**src/rtl/mux_pipe_multi.sv**
```systemverilog
// Merges one unbuffered "in" stream with NFWD FIFO-buffered forward streams onto a single
// ENA/RDY output, using fixed-priority or round-robin arbitration.
module mux_pipe_multi #(
  parameter  int WIDTH = 128,
  parameter  int NFWD  = 2,
  parameter  int DEPTH = 4,
  parameter  int RR    = 0,
  localparam int CW    = $clog2(DEPTH + 1)
) (
  input  logic                   CLK,
  input  logic                   RST,
  input  logic                   in_enq__ENA,
  input  logic [WIDTH-1:0]       in_enq_v,
  output logic                   in_enq__RDY,
  input  logic [NFWD-1:0]        forward_enq__ENA,
  input  logic [NFWD*WIDTH-1:0]  forward_enq_v,
  output logic [NFWD-1:0]        forward_enq__RDY,
  output logic [NFWD*CW-1:0]     forward_count,
  output logic                   out_enq__ENA,
  output logic [WIDTH-1:0]       out_enq_v,
  input  logic                   out_enq__RDY
);

  localparam int PW = (DEPTH > 1) ? $clog2(DEPTH) : 1;
  localparam int NS = NFWD + 1;
  localparam int SW = $clog2(NS);

  logic [WIDTH-1:0] mem [NFWD][DEPTH];
  logic [PW-1:0]    wr_ptr [NFWD];
  logic [PW-1:0]    rd_ptr [NFWD];
  logic [CW-1:0]    count  [NFWD];
  logic [SW-1:0]    rr_ptr;

  logic [WIDTH-1:0] head [NFWD];
  logic [NFWD-1:0]  nonempty;
  logic [NFWD-1:0]  not_full;
  logic [NFWD-1:0]  enq;
  logic [NFWD-1:0]  deq;
  logic [NS-1:0]    eligible;
  logic [SW-1:0]    start;
  logic [2*NS-1:0]  elig_dbl;
  logic [2*NS-1:0]  ne_dbl;
  logic [NS-1:0]    elig_rot;
  logic [NS-1:0]    ne_rot;
  logic [SW-1:0]    first_k;
  logic [SW:0]      gsum;
  logic [SW-1:0]    pos_in;
  logic [SW-1:0]    grant;
  logic [SW-1:0]    rr_next;
  logic             any_eligible;
  logic             in_blocked;
  logic             xfer;
  logic [WIDTH-1:0] payload;

  function automatic logic [PW-1:0] bump(input logic [PW-1:0] p);
    return (p == PW'(DEPTH - 1)) ? '0 : p + PW'(1);
  endfunction

  always_comb begin
    for (int i = 0; i < NFWD; i++) begin
      nonempty[i] = (count[i] != '0);
      not_full[i] = (count[i] < CW'(DEPTH));
      head[i]     = mem[i][rd_ptr[i]];
      enq[i]      = forward_enq__ENA[i] & not_full[i];
    end
  end

  // Both sources and FIFO occupancy are rotated so that position 0 is the
  // highest-priority source in the current order; arbitration then scans upward.
  always_comb begin
    eligible     = {in_enq__ENA, nonempty};
    start        = (RR != 0) ? rr_ptr : '0;
    elig_dbl     = {eligible, eligible} >> start;
    ne_dbl       = {1'b0, nonempty, 1'b0, nonempty} >> start;
    elig_rot     = elig_dbl[NS-1:0];
    ne_rot       = ne_dbl[NS-1:0];
    any_eligible = |eligible;
    first_k      = '0;
    for (int k = NS - 1; k >= 0; k--) begin
      if (elig_rot[k]) first_k = SW'(k);
    end
    gsum  = {1'b0, start} + {1'b0, first_k};
    grant = (gsum >= (SW + 1)'(NS)) ? SW'(gsum - (SW + 1)'(NS)) : gsum[SW-1:0];
    pos_in     = SW'(NFWD) - start;
    in_blocked = 1'b0;
    for (int k = 0; k < NS; k++) begin
      if ((SW'(k) < pos_in) && ne_rot[k]) in_blocked = 1'b1;
    end
    rr_next = (grant == SW'(NFWD)) ? '0 : grant + SW'(1);
  end

  always_comb begin
    payload = in_enq_v;
    for (int i = 0; i < NFWD; i++) begin
      if (grant == SW'(i)) payload = head[i];
    end
  end

  always_comb begin
    xfer = any_eligible & out_enq__RDY & ~RST;
    for (int i = 0; i < NFWD; i++) begin
      deq[i] = xfer & (grant == SW'(i));
    end
  end

  // Everything visible is forced to zero while reset is held, not just after the edge.
  always_comb begin
    in_enq__RDY  = ~RST & out_enq__RDY & ~in_blocked;
    out_enq__ENA = ~RST & any_eligible;
    out_enq_v    = (RST || !any_eligible) ? '0 : payload;
    for (int i = 0; i < NFWD; i++) begin
      forward_enq__RDY[i]         = ~RST & not_full[i];
      forward_count[i*CW +: CW]   = RST ? '0 : count[i];
    end
  end

  always_ff @(posedge CLK) begin
    for (int i = 0; i < NFWD; i++) begin
      if (enq[i]) mem[i][wr_ptr[i]] <= forward_enq_v[i*WIDTH +: WIDTH];
    end
  end

  always_ff @(posedge CLK) begin
    if (RST) begin
      for (int i = 0; i < NFWD; i++) begin
        wr_ptr[i] <= '0;
        rd_ptr[i] <= '0;
        count[i]  <= '0;
      end
      rr_ptr <= '0;
    end else begin
      for (int i = 0; i < NFWD; i++) begin
        if (enq[i]) wr_ptr[i] <= bump(wr_ptr[i]);
        if (deq[i]) rd_ptr[i] <= bump(rd_ptr[i]);
        case ({enq[i], deq[i]})
          2'b10:   count[i] <= count[i] + CW'(1);
          2'b01:   count[i] <= count[i] - CW'(1);
          default: count[i] <= count[i];
        endcase
      end
      if (xfer) rr_ptr <= rr_next;
    end
  end

endmodule

```
**config.mk**
```make
export PLATFORM = sky130hd
export DESIGN_NAME = mux_pipe_multi
export DESIGN_NICKNAME = d
export VERILOG_FILES = /design/src/rtl/mux_pipe_multi.sv
export SDC_FILE = /design/constraint.sdc
export NUM_CORES = 1
export LEC_CHECK = 0
export ABC_AREA = 1
export ABC_CLOCK_PERIOD_IN_PS = 8000
export BUFFER_PORTS_ARGS = -buffer_cell sky130_fd_sc_hd__buf_2
export CORE_MARGIN = 10
export CORE_UTILIZATION = 30
export DETAILED_ROUTE_END_ITERATION = 10
export PLACE_DENSITY = 0.45
export REMOVE_ABC_BUFFERS = 1
export SLEW_MARGIN = 20
export SYNTH_ARGS = -nofsm -noshare
export SYNTH_HDL_FRONTEND = slang
export SYNTH_SLANG_ARGS = --single-unit
```
**constraint.sdc**
```tcl
create_clock -name CLK -period 8 [get_ports CLK]
set_clock_uncertainty 0.1 [all_clocks]
set_input_delay 1.6 -clock CLK [delete_from_list [all_inputs] [get_ports CLK]]
set_output_delay 1.6 -clock CLK [all_outputs]
set_load 0.05 [all_outputs]
```
Word level (Yosys, flattened, before mapping)
Memories as Yosys holds them, arrays and structs flattened.
Index checks and enable logic that the tools add are counted.
Storage, ports and cells
  memory bits (writable): 1038
  memories kept: 4
  output and inout bits: 138
  word-level logic and storage cells: 137
  input port bits: 390
  flip-flop bits (word level): 0
Memory list
  mem: depth 2, bits a word 512, rd ports 2, clocked after Yosys merged registers in 0, write ports 2, line 28  | logic [WIDTH-1:0] mem [NFWD][DEPTH];
  count: depth 2, bits a word 3, rd ports 2, clocked after Yosys merged registers in 0, write ports 2, line 31  | logic [CW-1:0] count [NFWD];
  rd_ptr: depth 2, bits a word 2, rd ports 2, clocked after Yosys merged registers in 0, write ports 2, line 30  | logic [PW-1:0] rd_ptr [NFWD];
  wr_ptr: depth 2, bits a word 2, rd ports 2, clocked after Yosys merged registers in 0, write ports 2, line 29  | logic [PW-1:0] wr_ptr [NFWD];
Cells by class
  bitwise gates (word level): 27
  reduce and logical (&&, ||, !) cells: 10
  add/sub/neg operators: 9
  muxes and demuxes: 69
  magnitude comparators: 9
  equal/unequal tests: 9
Operators by type and width (number)
  $mux W128: 9
  $mux W512: 2
  $bmux W128 S2: 2
  $demux W128 S2: 2
  $mux W1: 34
  $mux W2: 12
  $mux W3: 8
  $eq A2 B2 Y1 const B: 6
  $ge A3 B3 Y1 const B: 4
  $not A2 Y3: 4
  $and A1 B1 Y1: 11
  $or A1 B1 Y1: 10
  $add A2 B1 Y2 const B: 4
  $add A3 B1 Y3 const B: 2
  $eq A2 B1 Y1 const B: 3
  $lt A3 B1 Y1 const B: 2
  $lt A3 B3 Y1 const B: 2
  $reduce_bool A3 Y1: 2
  $sub A3 B1 Y3 const B: 2
  $reduce_or A2 Y1: 2
  $reduce_or A3 Y1: 1
  $ge A2 B2 Y1 const B: 1
  $logic_and A1 B1 Y1: 2
  $logic_not A2 Y1: 1
  4 further kinds: 5

Depth between registers and ports, before layout
Gate-level depths: netlist of the first run.
An unclocked memory read counts as a cell.
  depth in word-level cells: 15
  mapped depth: 18
  depth with buffers taken out: 16

Least setup slack after synthesis of the first run
Ideal clock, no wire load.
  path kind: input -> register
  start: input port forward_enq__ENA[0]
  end: memory mem[0][0] (netlist bit) (enable)
  path slack: 196 ps
  setup time: 617 ps
  data arrival time: 7087 ps
  stages: 2
  data required time: 7283 ps
  cell sequence: nand2_1 nor2_1
RTL lines
  start, declared: line 15  | input logic [NFWD-1:0] forward_enq__ENA,
  end, declared: line 28

Final worst setup path of the first run
  start: input port in_enq__ENA
  end: output port out_enq_v[68]
On the way
  cells in the longest elaborated chain, start to end: 9
RTL lines
  start, declared: line 12  | input logic in_enq__ENA,
  $mux W2 (3 in series): line 80  | if (elig_rot[k]) first_k = SW'(k);
  $sub A2 B2 Y2 / $ge A2 B2 Y1 (equally long branches): line 83  | grant = (gsum >= (SW + 1)'(NS)) ? SW'(gsum - (SW + 1)'(NS)) : gsum[SW-1:0];
  $mux W2: line 83
  $logic_not A2 Y1: line 95  | if (grant == SW'(i)) payload = head[i];
  $mux W128 (2 in series): line 95
  $mux W128 (*): line 110  | out_enq_v = (RST || !any_eligible) ? '0 : payload;
  end, declared: line 20  | output logic [WIDTH-1:0] out_enq_v,
Mark *: on every way between the ends. The rest lies on a longest branch, timed or not.

==> results of run 1 <==
==> flip-flops by register name, indices dropped and copies added, names as in the netlist <==
register,cells
rd_ptr,4
mem,1024
count,6
wr_ptr,4
==> metrics by stage <==
stage                     setup slack [ns]  power, mW  instance area [um2]  std cells  setup TNS (ns)
after global placement                2.42       12.6                47400       5954               0
final                                 2.38       17.2                50800       6169               0
after CTS                             2.33       17.5                50700       6153               0
after detailed placement              2.40       12.6                47400       5955               0
after floorplan                      -5.35       10.8                41700       3481         -608.21
after global routing                  2.04       18.2                50700       6160               0
==> worst register-to-register path, cell delays in order, from the launching register on <==
cell and delay (ns):
edfxtp_1 0.42, inv_1 0.13, ha_1 0.16, inv_1 0.04
nor2_2 0.17, nand4_1 0.17, ha_4 0.35, buf_12 0.48
nand3_1 0.29, inv_1 0.10, ha_1 0.16, inv_1 0.04
nor2_1 0.09, inv_1 0.08, fa_1 0.37, xnor2_1 0.14
or2_2 0.27, a21oi_1 0.13
==> final timing paths <==
path / start / end / slack (ns)
worst max-delay path: in_enq__ENA / out_enq_v[68] / 2.38
worst max register to register: count[1][0]$_DFFE_PP_ / count[0][2]$_SDFFCE_PN0P_ / 4.16
worst min register to register: count[1][0]$_DFFE_PP_ / count[1][0]$_DFFE_PP_ / 0.49
worst min-delay path: count[1][0]$_DFFE_PP_ / count[1][0]$_DFFE_PP_ / 0.49
==> metal layers <==
metal,up-vias,wire (um),part of all wire (%),global-route usage [%]
li1,13951,-,-,-
met4,54,2700,2.0,3.73
met3,226,7970,6.0,4.17
met1,14029,57200,43,20.8
met2,684,64800,49,27.3
met5,-,334,0.25,0
==> cell type report <==
type | instances | area, um2
clock inverters | 53 | 373
multi-input cells | 2395 | 10400
flip-flops and latches | 1038 | 31200
repair buffers | 584 | 3220
inverters | 48 | 215
well taps | 1890 | 2360
diodes | 16 | 40.0
clock buffers | 145 | 2970
fillers | 14113 | 91200
==> cells by family (layout without fill, tap and decap cells) <==
kind of cell             count (synthesis)  in the layout  share of synthesized area [%]
AND/OR/NAND/NOR                       2110           2110                           20.4
flip-flops                            1038           1038                           72.6
buffers and inverters                  290            830                           3.32
AO/OA/AOI/OAI                          264            264                           3.10
adder cells (fa/ha/maj)                 19             19                          0.571
XOR/XNOR                                 2              2                         0.0408
other                                    0             16                              0
==> report_power, final <==
part | switching, mW | leakage [nW] | internal (mW)
combinational | 4.40 | 8.15 | 1.29
sequential | 0.105 | 9.48 | 6.59
clock | 2.12 | 1.63 | 2.69
==> cell usage in the layout, fill, tap and decap left out, types with 3 or more instances in the layout <==
cell,instances
a21oi_1,257
buf_12,12
buf_2,527
buf_4,45
bufinv_16,3
clkbuf_1,31
clkbuf_16,114
clkinv_1,23
clkinv_2,19
clkinv_8,3
diode_2,16
edfxtp_1,1038
ha_1,17
inv_1,41
inv_6,5
nand2_1,1295
nand3_1,645
nor2_1,152
nor2_4,9
o21ai_0,4
or2_2,3
==> results.md, run 1 <==
- Outcome: complete, no violations
- Pin count of the biggest net entering global routing: 143
- Area grow syn2layout: 18.2%
- Yosys warnings: 0
- DRT Wirelength: ~130000 um
- Final setup fails: 0
- CTS tree: built
- Largest stage delay on the critical path: 0.56 ns
- CTS H-tree lvls: 3
- Final GP Congestion: 0.725
- Crit-path slowest cell: inv_6
- Die area: 159000 um2
- Fin crit share: 70.2%
- Worst-path cell chain: buf_2 -> nand4_1 -> ha_4 -> inv_6 -> buf_4 -> a21oi_1 -> nand2_1 -> nand2_1 -> nor2_1 -> buf_2
- Post-synthesis cell count: 3723
- Syn Area/Cell: 11.5 um2
- Via density per instance: 4.69
- Worst path bufs/invs: 4
- Dominant cell type by area after synthesis: edfxtp_1
- Worst path arrival time: around 4 ns
- CTS Buffer Depth: 3
- CP Depth: 10
- Slew at the pin with the worst max-slew slack: 1.03 ns
- Synth cell types: 25
- Dpl hpwl: 81100 um
- Clock Latency Late Sink: 0.72 ns
- Synth top area share: 72.6%
- Cell family with most CP delay: buffers and inverters
- Crit-path max FO: 67
- Num ports: about 530
- CTS Hold Buffers Added: 0
- Clk root buf: clkbuf_16
- Number of enable-type register cells in the synthesized netlist: 1038
- Startpoint types: input port
- Initial DRC count: 1572
- Setup crit end kind: output port
- Initial core utilization: between 30 and 40%
- Pwr per Cell Area: ~340 nW/um2
- Clock-pin slew on the worst setup and hold paths: 0.06 ns
- First-pass GRT wire length: between 150000 and 200000 um
- Worst min path class: flip-flop to flip-flop
- Share of layout cells above drive strength 1: 17.6%
- Final Net Count: 4589
- # resized after CTS: 0
- Asr flop ratio synth: 0%
- Setup Buffers After CTS: 0
- Initial antenna violation count: 56
- # Max-Cap Violations: 0
- RSZ-0062 raised after global routing: false
- Commonest cells in the synthesized netlist: nand2_1, edfxtp_1, nand3_1, a21oi_1, nor2_1
- Die W: 398 um
- DRC errors left: 0
- Gr ovfl total: 0
- WL/cell: 21.6 um
- Worst hold slack: around 0.5 ns
- Final Hold Fails: 0
- R2R cell count: 17
- WHS Path Cells: 1
- Clock sink total: 1038
- Chip height: 398 um
- Ys flop type: edfxtp_1
- Max Slew Vio Count: 0
- Pre-antenna DRT Iters: 5
- CTS buffer count: 113
- Dominant cells by area after synthesis: edfxtp_1, nand2_1, nand3_1
- Fmax: 178 MHz
- Cell Rows: 138
- Worst VDD drop: 1.09 mV
- Worst path required time: 6.30 ns
- Final core utilization: between 30% and 40%
- Synthesized flop and latch total: around 1000
- Most common cell in the netlist: nand2_1
- Routed via count: 28944
- Vias in the first global route: 28205
- Slew HR: 31.3%
- Final ANT Viol Nets: 0
- Register area share after synthesis: 72.6%
- WS Path Type: input port to output port
- I/O Buffers: ~530
- Min Tclk post-route: 5.62 ns
- Core area: 142000 um2
- Leak Pwr: 19.3 nW
- All-Layer GR Usage: between 10% and 20%
- Mapped Area: 42900 um2
Note: power is estimated with default switching activity, not from simulation.
==> run 2: changes to the inputs <==
--- a/config.mk
+++ b/config.mk
@@ -6,7 +6,7 @@
 export NUM_CORES = 1
 export LEC_CHECK = 0
 export ABC_AREA = 1
-export ABC_CLOCK_PERIOD_IN_PS = 8000
+export ABC_CLOCK_PERIOD_IN_PS = 4800
 export BUFFER_PORTS_ARGS = -buffer_cell sky130_fd_sc_hd__buf_2
 export CORE_MARGIN = 10
 export CORE_UTILIZATION = 30
==> constraint.sdc (replaced) <==
create_clock -name CLK -period 4.8 [get_ports CLK]
set_clock_uncertainty 0.1 [all_clocks]
set_input_delay 0.96 -clock CLK [delete_from_list [all_inputs] [get_ports CLK]]
set_output_delay 0.96 -clock CLK [all_outputs]
set_load 0.05 [all_outputs]
==> results.md, run 2 (synthesized netlist as in run 1, its figures left out) <==
- Clk root buf: clkbuf_16
- DRT Wirelength: about 130000 um
- WL/cell: 21.6 um
- Final ANT Viol Nets: 0
- Leak Pwr: 19.6 nW
- Final GP Congestion: roughly 0.74
- I/O Buffers: 527
- Max reg flops: 1024
- Initial DRC count: 1640
- Initial antenna violation count: 51
- Pin count of the biggest net entering global routing: between 100 and 150
- Chip height: 398 um
- Pwr per Cell Area: about 570 nW/um2
- Routed via count: 28926
- Outcome: complete, no violations
- WHS Path Cells: 1
- Clock Latency Late Sink: about 0.73 ns
- CTS buffer count: approximately 120
- Slew HR: 38.9%
- First-pass GRT wire length: 196000 um
- Worst path required time: 3.74 ns
- Via density per instance: 4.66
- Commonest non-fill, non-tap cell in the layout: nand2_1
- Clock-pin slew on the worst setup and hold paths: 0.06 ns
- Fin Setup TNS: 0 ns
- Pre-antenna DRT Iters: 5
- Die area: 159000 um2
- CTS tree: built
- R2R cell count: 18
- Worst hold slack: 0.349 ns
- Final Net Count: 4615
- Final setup fails: 0
- Slew at the pin with the worst max-slew slack: 0.916 ns
- DRC errors left: 0
- Final worst setup slack: 0.305 ns
- Gr ovfl total: 0
- Share of layout cells above drive strength 1: 18.5%
- Min Tclk post-route: 4.50 ns
- Initial core utilization: 30.3%
- Worst VDD drop: between 0.3 and 0.4 mV
- Fmax: about 220 MHz
- Worst path arrival time: 3.44 ns
- CTS Buffer Depth: 3
- All-Layer GR Usage: 16.4%
- Tot Pwr: between 20 and 30 mW
- Max Slew Vio Count: 0
- Most frequent cells in the layout: nand2_1, edfxtp_1, nand3_1
- Core area: ~140000 um2
- CTS H-tree lvls: 3
- RSZ-0062 raised after global routing: false
- Worst min path class: input port to flip-flop
- Dpl hpwl: 83500 um
- Fin crit share: 93.7%
- Die W: 398 um
- Clock sink total: 1038
- Final Hold Fails: 0
- Setup crit end kind: output port
- Vias in the first global route: 28542
- Cell Rows: 138
- WS Path Type: flip-flop to output port
- Pre-CTS setup slack: 0.766 ns
- # Max-Cap Violations: 0
- Num ports: between 500 and 600
- Fillers: 13970
- Crit-path max FO: 66
- Area grow syn2layout: 20.4%
- Startpoint types: flip-flop
-- run 2: changes by cell type in the layout (fill, tap and decap cells not counted), moves of 2 or more --
cell        previous run  this run
clkinv_2              19        24
clkbuf_16            114       116
buf_12                12        47
clkinvlp_4             2         6
buf_4                 45        34
clkbuf_1              31        24
bufinv_16              3         9
diode_2               16        12
-- run 2: through the flow --
stage / std cells / area [um2] / utilization (%)
global route: 6196 / 51700 / 36.4
finish: 6202 / 51700 / 36.4
CTS: 6188 / 51600 / 36.4
floorplan: 3481 / 41700 / -
detailed placement: 5977 / 48000 / 33.8
global placement: 5977 / 48000 / 33.8
-- run 2: path summary, 6_finish.rpt --
kind | startpoint | end | slack (ns)
setup / recovery | count[1][0]$_DFFE_PP_ | out_enq_v[117] | 0.30
hold / removal | forward_enq_v[16] | mem[0][16]$_DFFE_PP_ | 0.35
hold reg to reg | count[0][0]$_SDFFCE_PN0P_ | count[0][0]$_SDFFCE_PN0P_ | 0.49
setup reg to reg | count[1][0]$_DFFE_PP_ | count[0][2]$_SDFFCE_PN0P_ | 1.14
-- run 2: power by group --
part | internal (mW) | total [mW] | switching (mW)
clock network | 4.91 | 8.54 | 3.63
registers | 11.0 | 11.2 | 0.192
logic | 2.48 | 9.89 | 7.42
total | 18.4 | 29.6 | 11.2
-- run 2: final cells by class --
cell class	instances	area (um2)	area share [%]
Antenna cell	12	30.0	0.0581
Clock buffer	140	2990	5.79
Clock inverter	71	658	1.27
Inverter	48	215	0.416
Multi-Input combinational cell	2395	10400	20.2
Sequential cell	1038	31200	60.3
Tap cell	1890	2360	4.57
Timing Repair Buffer	608	3840	7.42
-- run 2: metal layers --
layer,vias to the layer above,global-route usage (%),part of all wire (%)
met5,-,0,0.19
met4,44,4.24,2.3
met3,219,3.80,5.4
met2,644,27.3,48
met1,14015,21.4,44
li1,14004,-,-
-- run 2: repair_timing --
action,in CTS,in global routing
hold buffers,0,0
setup buffers,0,2
resized for setup,0,2
setup endpoints to repair,0,50
-- run 2: critical path: stages (launching register included) --
cell and delay (ns):
edfxtp_1 0.42, inv_1 0.13, ha_1 0.15, inv_1 0.04
nor2_2 0.17, nand4_1 0.18, ha_4 0.33, inv_6 0.15
buf_12 0.25, a21oi_1 0.16, nand2_1 0.10, nand2_1 0.05
nor2_1 0.11, buf_2 0.27
